File: config.mk
export PLATFORM = sky130hd
export DESIGN_NAME = bno085_report_parser
export DESIGN_NICKNAME = d
export VERILOG_FILES = /design/src/rtl/bno085_report_parser.sv
export SDC_FILE = /design/constraint.sdc
export NUM_CORES = 1
export LEC_CHECK = 0
export ABC_AREA = 1
export ABC_CLOCK_PERIOD_IN_PS = 3920
export BUFFER_PORTS_ARGS = -buffer_cell sky130_fd_sc_hd__buf_2
export CAP_MARGIN = 20
export CORE_UTILIZATION = 60
export CTS_BUF_LIST = sky130_fd_sc_hd__clkbuf_8
export DETAILED_ROUTE_END_ITERATION = 8
export GPL_TIMING_DRIVEN = 0
export PLACE_DENSITY = 0.86
export SYNTH_ARGS = -nofsm -noshare
export SYNTH_HDL_FRONTEND = slang
export SYNTH_SLANG_ARGS = --single-unit
File: constraint.sdc
create_clock -name clk -period 3.92 [get_ports clk]
set_input_delay 0.588 -clock clk [delete_from_list [all_inputs] [get_ports clk]]
set_output_delay 0.588 -clock clk [all_outputs]
set_load 0.05 [all_outputs]
File: src/rtl/bno085_report_parser.sv
// SHTP byte-stream parser: decodes SH-2 rotation vector and calibrated gyro input reports into held output words.
// Optional build macro PARSER_SEQ_CHECK_EN enables SHTP sequence-gap counting on the report channel.
module bno085_report_parser #(
  parameter logic [7:0] CHANNEL = 8'd3,
  parameter logic [7:0] QUAT_ID = 8'h05,
  parameter logic [7:0] GYRO_ID = 8'h02
) (
  input  logic        clk,
  input  logic        rst,
  input  logic        rx_valid,
  input  logic [7:0]  rx_byte,
  input  logic        pkt_start,
  output logic        quat1_valid,
  output logic [15:0] quat1_w,
  output logic [15:0] quat1_x,
  output logic [15:0] quat1_y,
  output logic [15:0] quat1_z,
  output logic        gyro1_valid,
  output logic [15:0] gyro1_x,
  output logic [15:0] gyro1_y,
  output logic [15:0] gyro1_z,
  output logic        quat_update,
  output logic        gyro_update,
  output logic [7:0]  trunc_count,
  output logic [7:0]  seq_err_count
);
  // Input contract: a byte is consumed on every cycle rx_valid is high; there is no backpressure.
  typedef enum logic [2:0] {S_IDLE, S_HDR, S_RPT_ID, S_RPT_BODY, S_SKIP} state_t;

  state_t            state_q, state_d;
  logic [1:0]        hdr_idx_q, hdr_idx_d;
  logic [14:0]       len_q, len_d;
  logic [7:0]        chan_q, chan_d;
  logic [14:0]       remain_q, remain_d;
  logic [7:0]        rpt_id_q, rpt_id_d;
  logic [3:0]        rpt_size_q, rpt_size_d;
  logic [3:0]        rpt_idx_q, rpt_idx_d;
  logic [3:0][15:0]  stg_q, stg_d;
  logic              quat_valid_q, quat_valid_d, gyro_valid_q, gyro_valid_d;
  logic [15:0]       quat_w_q, quat_w_d, quat_x_q, quat_x_d, quat_y_q, quat_y_d, quat_z_q, quat_z_d;
  logic [15:0]       gyro_x_q, gyro_x_d, gyro_y_q, gyro_y_d, gyro_z_q, gyro_z_d;
  logic              quat_upd_q, quat_upd_d, gyro_upd_q, gyro_upd_d;
  logic [7:0]        trunc_q, trunc_d;
  logic              trunc_inc;
  logic              last_payload;
  logic [1:0]        wsel;

  assign last_payload = (remain_q == 15'd1);
  // Report bytes 4..11 map to staging words 0..3 (two bytes each, little-endian).
  assign wsel = rpt_idx_q[2:1] - 2'd2;

  always_comb begin
    state_d      = state_q;
    hdr_idx_d    = hdr_idx_q;
    len_d        = len_q;
    chan_d       = chan_q;
    remain_d     = remain_q;
    rpt_id_d     = rpt_id_q;
    rpt_size_d   = rpt_size_q;
    rpt_idx_d    = rpt_idx_q;
    stg_d        = stg_q;
    quat_valid_d = quat_valid_q;
    gyro_valid_d = gyro_valid_q;
    quat_w_d     = quat_w_q;
    quat_x_d     = quat_x_q;
    quat_y_d     = quat_y_q;
    quat_z_d     = quat_z_q;
    gyro_x_d     = gyro_x_q;
    gyro_y_d     = gyro_y_q;
    gyro_z_d     = gyro_z_q;
    quat_upd_d   = 1'b0;
    gyro_upd_d   = 1'b0;
    trunc_inc    = 1'b0;
    if (rx_valid) begin
      if (pkt_start) begin
        trunc_inc = (state_q == S_RPT_BODY);
        state_d   = S_HDR;
        hdr_idx_d = 2'd1;
        len_d     = {7'd0, rx_byte};
      end else begin
        case (state_q)
          S_HDR: begin
            case (hdr_idx_q)
              2'd1: begin
                len_d     = {rx_byte[6:0], len_q[7:0]};
                hdr_idx_d = 2'd2;
                if ({rx_byte[6:0], len_q[7:0]} < 15'd5) state_d = S_IDLE;
              end
              2'd2: begin
                chan_d    = rx_byte;
                hdr_idx_d = 2'd3;
              end
              2'd3: begin
                remain_d  = len_q - 15'd4;
                hdr_idx_d = 2'd0;
                state_d   = (chan_q == CHANNEL) ? S_RPT_ID : S_SKIP;
              end
              default: state_d = S_IDLE;
            endcase
          end
          S_RPT_ID: begin
            remain_d  = remain_q - 15'd1;
            rpt_id_d  = rx_byte;
            rpt_idx_d = 4'd1;
            if (rx_byte == 8'hFB || rx_byte == 8'hFA) rpt_size_d = 4'd5;
            else if (rx_byte == GYRO_ID)              rpt_size_d = 4'd10;
            else if (rx_byte == QUAT_ID)              rpt_size_d = 4'd14;
            else if (rx_byte == 8'h08)                rpt_size_d = 4'd12;
            else                                      rpt_size_d = 4'd0;
            if (rpt_size_d == 4'd0) begin
              state_d = last_payload ? S_IDLE : S_SKIP;
            end else if (last_payload) begin
              trunc_inc = 1'b1;
              state_d   = S_IDLE;
            end else begin
              state_d = S_RPT_BODY;
            end
          end
          S_RPT_BODY: begin
            remain_d  = remain_q - 15'd1;
            rpt_idx_d = rpt_idx_q + 4'd1;
            if (rpt_idx_q >= 4'd4 && rpt_idx_q <= 4'd11) begin
              if (rpt_idx_q[0]) stg_d[wsel][15:8] = rx_byte;
              else              stg_d[wsel][7:0]  = rx_byte;
            end
            if (rpt_idx_q == rpt_size_q - 4'd1) begin
              if (rpt_id_q == QUAT_ID) begin
                quat_x_d     = stg_d[0];
                quat_y_d     = stg_d[1];
                quat_z_d     = stg_d[2];
                quat_w_d     = stg_d[3];
                quat_valid_d = 1'b1;
                quat_upd_d   = 1'b1;
              end else if (rpt_id_q == GYRO_ID) begin
                gyro_x_d     = stg_d[0];
                gyro_y_d     = stg_d[1];
                gyro_z_d     = stg_d[2];
                gyro_valid_d = 1'b1;
                gyro_upd_d   = 1'b1;
              end
              state_d = last_payload ? S_IDLE : S_RPT_ID;
            end else if (last_payload) begin
              trunc_inc = 1'b1;
              state_d   = S_IDLE;
            end
          end
          S_SKIP: begin
            remain_d = remain_q - 15'd1;
            if (last_payload) state_d = S_IDLE;
          end
          default: ;
        endcase
      end
    end
    trunc_d = (trunc_inc && trunc_q != 8'hFF) ? trunc_q + 8'd1 : trunc_q;
  end

  always_ff @(posedge clk) begin
    if (rst) begin
      state_q <= S_IDLE;      hdr_idx_q <= '0;  len_q <= '0;       chan_q <= '0;
      remain_q <= '0;         rpt_id_q <= '0;   rpt_size_q <= '0;  rpt_idx_q <= '0;
      stg_q <= '0;            quat_valid_q <= 1'b0;  gyro_valid_q <= 1'b0;
      quat_w_q <= '0;         quat_x_q <= '0;   quat_y_q <= '0;    quat_z_q <= '0;
      gyro_x_q <= '0;         gyro_y_q <= '0;   gyro_z_q <= '0;
      quat_upd_q <= 1'b0;     gyro_upd_q <= 1'b0;    trunc_q <= '0;
    end else begin
      state_q <= state_d;     hdr_idx_q <= hdr_idx_d;  len_q <= len_d;  chan_q <= chan_d;
      remain_q <= remain_d;   rpt_id_q <= rpt_id_d;    rpt_size_q <= rpt_size_d;  rpt_idx_q <= rpt_idx_d;
      stg_q <= stg_d;         quat_valid_q <= quat_valid_d;  gyro_valid_q <= gyro_valid_d;
      quat_w_q <= quat_w_d;   quat_x_q <= quat_x_d;    quat_y_q <= quat_y_d;  quat_z_q <= quat_z_d;
      gyro_x_q <= gyro_x_d;   gyro_y_q <= gyro_y_d;    gyro_z_q <= gyro_z_d;
      quat_upd_q <= quat_upd_d;  gyro_upd_q <= gyro_upd_d;  trunc_q <= trunc_d;
    end
  end

`ifdef PARSER_SEQ_CHECK_EN
  logic [7:0] seq_last_q, seq_last_d, seq_cnt_q, seq_cnt_d;
  logic       seq_seen_q, seq_seen_d, seq_strobe;

  // Sequence byte of a header on the report channel; rejected short packets never reach byte 3.
  assign seq_strobe = rx_valid && !pkt_start && state_q == S_HDR && hdr_idx_q == 2'd3 && chan_q == CHANNEL;

  always_comb begin
    seq_last_d = seq_last_q;
    seq_seen_d = seq_seen_q;
    seq_cnt_d  = seq_cnt_q;
    if (seq_strobe) begin
      if (seq_seen_q && rx_byte != seq_last_q + 8'd1 && seq_cnt_q != 8'hFF) seq_cnt_d = seq_cnt_q + 8'd1;
      seq_last_d = rx_byte;
      seq_seen_d = 1'b1;
    end
  end

  always_ff @(posedge clk) begin
    if (rst) begin
      seq_last_q <= '0;
      seq_seen_q <= 1'b0;
      seq_cnt_q  <= '0;
    end else begin
      seq_last_q <= seq_last_d;
      seq_seen_q <= seq_seen_d;
      seq_cnt_q  <= seq_cnt_d;
    end
  end

  assign seq_err_count = seq_cnt_q;
`else
  assign seq_err_count = 8'd0;
`endif

  assign quat1_valid = quat_valid_q;
  assign quat1_w     = quat_w_q;
  assign quat1_x     = quat_x_q;
  assign quat1_y     = quat_y_q;
  assign quat1_z     = quat_z_q;
  assign gyro1_valid = gyro_valid_q;
  assign gyro1_x     = gyro_x_q;
  assign gyro1_y     = gyro_y_q;
  assign gyro1_z     = gyro_z_q;
  assign quat_update = quat_upd_q;
  assign gyro_update = gyro_upd_q;
  assign trunc_count = trunc_q;
endmodule

* Word-level counts from Yosys, hierarchy flattened
Index checks and enable logic that the tools add are counted.
** Storage, ports and cells
- Register bits :: 247
- Bits in latches :: 0
- Bits in writable memories :: 0
- Bits in read-only memories :: 0
- Output and inout bits :: 132
- Logic and storage cells :: 130
- Memories :: 0
** Cells by class
- $add $sub $neg :: 6
- Multiply operators :: 0
- Div/mod/pow operators :: 0
- Order comparisons :: 5
- Eq/ne operators :: 21
- Shift operators :: 0
- Muxes and demuxes :: 43
- Bitwise logic cells :: 5
- Reduce and logical (&&, ||, !) cells :: 25
** Operator list (count)
- $bwmux 64 :: 2
- $mux 64 :: 2
- $demux 16 s2 :: 2
- $mux 15 :: 4
- $pmux 15 s2 :: 1
- $mux 4 :: 7
- $eq 8x2->1 const B :: 3
- $mux 3 :: 7
- $eq 8x3->1 const B :: 2
- $eq 8x8->1 const B :: 2
- $mux 16 :: 1
- $eq 15x1->1 const B :: 1
- $lt 15x3->1 const B :: 1
- $reduce_and 3->1 :: 5
- $sub 15x1->15 const B :: 1
- $sub 15x3->15 const B :: 1
- $pmux 3 s4 :: 1
- $reduce_and 4->1 :: 3
- $pmux 3 s3 :: 1
- $add 8x1->8 const B :: 1
- $eq 8x4->1 const B :: 1
- $mux 2 :: 4
- $mux 8 :: 1
- $ne 8x8->1 const B :: 1
- other kinds (33) :: 50

* Logic depth before layout (Yosys ltp)
- Depth in word-level cells :: 14
- Gate-level depth with buffers :: 16

* Worst setup path after synthesis
OpenSTA, ideal clock, no wires.
- Path kind :: register to register
- Start point :: register trunc_q[0] (netlist: trunc_count[0])
- End point :: register trunc_q[2] (netlist: trunc_count[2])
- Library setup time :: 70 ps
- Data arrival time :: 1831 ps
- Data required time :: 3850 ps
- Slack :: 2019 ps
- Stages on the path, launching flop included :: 8
- Buffers on the path :: 0
- Clock period less this slack :: 1901 ps
- Path through :: dfxtp_1 ha_1 nand3_1 nor2_1 a31oi_1 nand2_2 nand2_1 a21oi_1
** Between the ends
- Longest elaborated chain between the ends :: 2
- Elaborated cells on any way between the ends :: 3
** RTL lines
- start, declared :: line 43 : logic [7:0] trunc_q, trunc_d;
- start signal, assigned :: line 172 : quat_upd_q <= quat_upd_d; gyro_upd_q <= gyro_upd_d; trunc_q <= trunc_d;
- branches (longest 2 deep; another with $add 8x1->8)
Parallel ways; which one is timed is not known.
A chain may end at the register's enable or synchronous reset.

* Worst setup path after layout
- Start point :: register rpt_size_q[0]
- End point :: register gyro_x_q[2] (netlist: gyro1_x[2])
** Between the ends
- Longest elaborated chain between the ends :: 3
** RTL lines
- start, declared :: line 36 : logic [3:0] rpt_size_q, rpt_size_d;
- start signal, assigned :: line 168 : remain_q <= remain_d; rpt_id_q <= rpt_id_d; rpt_size_q <= rpt_size_d; rpt_idx_q <= rpt_idx_d;
- $sub 4x1->4 :: line 126 : if (rpt_idx_q == rpt_size_q - 4'd1) begin
- $eq 4x4->1 :: line 126
- $reduce_and 6->1 (no source line)
- end signal, assigned :: line 171 : gyro_x_q <= gyro_x_d; gyro_y_q <= gyro_y_d; gyro_z_q <= gyro_z_d;
- end, declared :: line 41 : logic [15:0] gyro_x_q, gyro_x_d, gyro_y_q, gyro_y_d, gyro_z_q, gyro_z_d;
No other way between the ends.

==> results.sh <==
export IMPL_status="complete, no violations"
export IMPL_synth_cells=1532
export IMPL_start_kind="flip-flop"
export IMPL_syn_area_mm2=0.0109
export IMPL_cts_buffers=39
export IMPL_synth_cell_type_count=35
export IMPL_final_area_mm2=0.0127
export IMPL_gp_congestion=0.928
export IMPL_synth_edf_count=0
export IMPL_min_from="rx_valid"
export IMPL_cts_resized=0
export IMPL_core_region_area_mm2=0.0175
export IMPL_initial_core_util_pct=62.2
export IMPL_holdBufCountCts=0
export IMPL_rsz0062_at_grt="no"
export IMPL_dieArea_mm2=0.0187
export IMPL_r2r_start="rpt_size_q[0]"
export IMPL_cts_sinks=247
export IMPL_overflow=0
export IMPL_antenna_found_initial=0
export IMPL_fillers=1420
export IMPL_tightest_slew_ns=0.878
export IMPL_yosysSeqAreaShare_pct=45.4
export IMPL_grt_usage_pct=32.7
export IMPL_grt_pass1_wl_um=47900
export IMPL_ir_drop_mv=0.251
export IMPL_vias=11000
export IMPL_drc=0
export IMPL_die_h_um=137
export IMPL_rrSetupSlack_ns=1.68
export IMPL_htreeDepth=2
export IMPL_postCtsSetupBuffers=0
export IMPL_dr_pass1_iters=6
export IMPL_hold_path_class="input port to flip-flop"
export IMPL_viasPerCell=5.59
export IMPL_grt_start_max_net_pins=11
export IMPL_post_route_util_pct=72.5
export IMPL_cts_tree="yes"
export IMPL_fin_worst_skew_ns=0.0196
export IMPL_reg2reg_depth=11
export IMPL_drv_slew=0
export IMPL_power_per_cell_area_mw_per_mm2=406
export IMPL_syn_avg_cell_area_um2=7.12
export IMPL_io_pins=144
export IMPL_routedWlPerCell_um=15.7
export IMPL_clock_path_buffers=3
export IMPL_max_cap_viol_count=0
export IMPL_yosysWarningCount=0
export IMPL_synth_top_area_share_pct=45.4
export IMPL_drtIter0Drc=1059
export IMPL_rows=48
export IMPL_drive_gt1_share_pct=14.5
export IMPL_crit_type="flip-flop to flip-flop"
export IMPL_grt_pass1_vias=9958
export IMPL_max_slew_margin_rel_pct=41.2
export IMPL_setup_viol=0
export IMPL_synth_flop_cell="dfxtp_1"
export IMPL_cp_arrival_ns=2.71
export IMPL_tns_ns=0
export IMPL_period_needed_ns=2.24
export IMPL_required_ns=4.39
export IMPL_fin_crit_sh_pct=57.1
export IMPL_antenna_left=0
export IMPL_clk_pin_slew_worst_paths_ns=0.07
export IMPL_cts_root_buf="clkbuf_8"
export IMPL_post_dp_cell_area_mm2=0.0119
export IMPL_finalPower_mw=5.16
export IMPL_end_kind="flip-flop"
export IMPL_dp_hpwl_um=21800
export IMPL_synthArstFlopShare_pct=0
export IMPL_ys_ff_latch=247
export IMPL_path_max_fanout=10
export IMPL_synth_top_area_cell="dfxtp_1"
export IMPL_holdPathStages=2
export IMPL_fin_nets=1730
export IMPL_crit_start="rpt_size_q[0]"
export IMPL_area_growth_syn_to_layout_pct=16.6
export IMPL_die_width_um=137
export IMPL_fmax_mhz=447
export IMPL_port_buffers=132
export IMPL_hold_violations=0
export IMPL_worstSkewPairLatency_ns=0.55
export IMPL_synth_top_cells_by_area="dfxtp_1 45%, o21ai_0 12%, a21oi_1 10%"
export IMPL_leakagePower_nw=5.85
export IMPL_diodes=0
export IMPL_wirelength_um=30900
==> flip-flops by register name (all words and copies together), names as in the netlist <==
register and count:
quat_update 1, quat1_x 16, gyro1_y 16, chan_q 8
state_q 3, stg_q 64, rpt_size_q 4, quat1_valid 1
rpt_idx_q 4, gyro1_x 16, quat1_w 16, trunc_count 8
quat1_y 16, remain_q 15, hdr_idx_q 2, gyro1_z 16
len_q 15, gyro_update 1, quat1_z 16, rpt_id_q 8
gyro1_valid 1
==> final cells by class <==
cell class,instances,area (um^2),area share [%]
Sequential cell,247,4940,38.9
Clock inverter,15,95.1,0.748
Tap cell,225,282,2.22
Multi-Input combinational cell,936,4520,35.5
Buffer,95,487,3.83
Clock buffer,54,743,5.85
Inverter,261,980,7.71
Timing Repair Buffer,132,661,5.20
==> metal layers <==
layer,vias up,global-route usage [%],wire (um)
met4,0,16.0,1250
met3,102,5.93,2700
met1,5060,41.0,12700
li1,5300,-,-
met2,528,54.1,14200
met5,-,0,0
==> where the power goes <==
group	switching [mW]	total, mW	internal [mW]
logic	0.222	0.303	0.0812
registers	0.0136	2.54	2.53
clock network	1.03	2.32	1.29
total	1.26	5.16	3.90
==> metrics by stage <==
stage	instances	hold WS, ns	worst slack, ns
after floorplan	1539	0.423	2.02
after global placement	1896	0.430	1.40
after detailed placement	1896	0.433	1.38
after CTS	1965	0.282	1.71
after global routing	1965	0.285	1.51
final	1965	0.301	1.68
==> placed cells by master (no fill, tap or decap), types with 3 or more instances in the layout <==
master	count
dfxtp_1	247
nand3_1	44
o21ai_1	20
nor2_4	3
buf_4	8
a211oi_1	8
nor3_1	8
inv_1	260
buf_2	152
conb_1	8
ha_1	6
nand4_1	10
o211ai_1	5
clkbuf_8	54
nor4_1	3
o22ai_1	3
xor2_1	5
nor2_1	132
clkbuf_1	55
or2_2	4
clkinv_2	3
inv_2	10
a31oi_1	8
buf_6	10
nand2_1	171
xnor2_1	6
o21ai_0	257
a21oi_1	218
or2_0	8
==> kinds of logic (layout without fill, tap and decap cells) <==
family                   Yosys count  in the layout  synth area share (%)
other                              1              8                0.0344
XOR/XNOR                          11             11                 0.884
adder cells (fa/ha/maj)            6              6                 0.689
buffers and inverters            356            557                  13.4
AND/OR/NAND/NOR                  389            389                  15.1
AO/OA/AOI/OAI                    522            522                  24.5
flip-flops                       247            247                  45.4
==> critical path, cell delays in order, from the launching register on <==
cell and delay (ns):
dfxtp_1 0.33, inv_1 0.08, ha_1 0.31, or2_2 0.27
nand3_1 0.08, nor2_1 0.05, nand2_1 0.12, inv_2 0.08
nand3_4 0.14, clkbuf_1 0.38, o21ai_0 0.15, a21oi_1 0.16
==> cell usage after synthesis (10+ instances only) <==
library cell,count
a21oi_1,218
buf_2,20
buf_6,10
clkbuf_1,55
dfxtp_1,247
inv_1,251
inv_2,10
nand2_1,171
nand3_1,44
nand4_1,10
nor2_1,132
o21ai_0,257
o21ai_1,20
==> path summary, 6_finish.rpt <==
path,endpoint
max,gyro1_x[2]
min,hdr_idx_q[0]
max reg2reg,gyro1_x[2]
min reg2reg,quat1_x[3]
(Power assumes the default switching activity.)
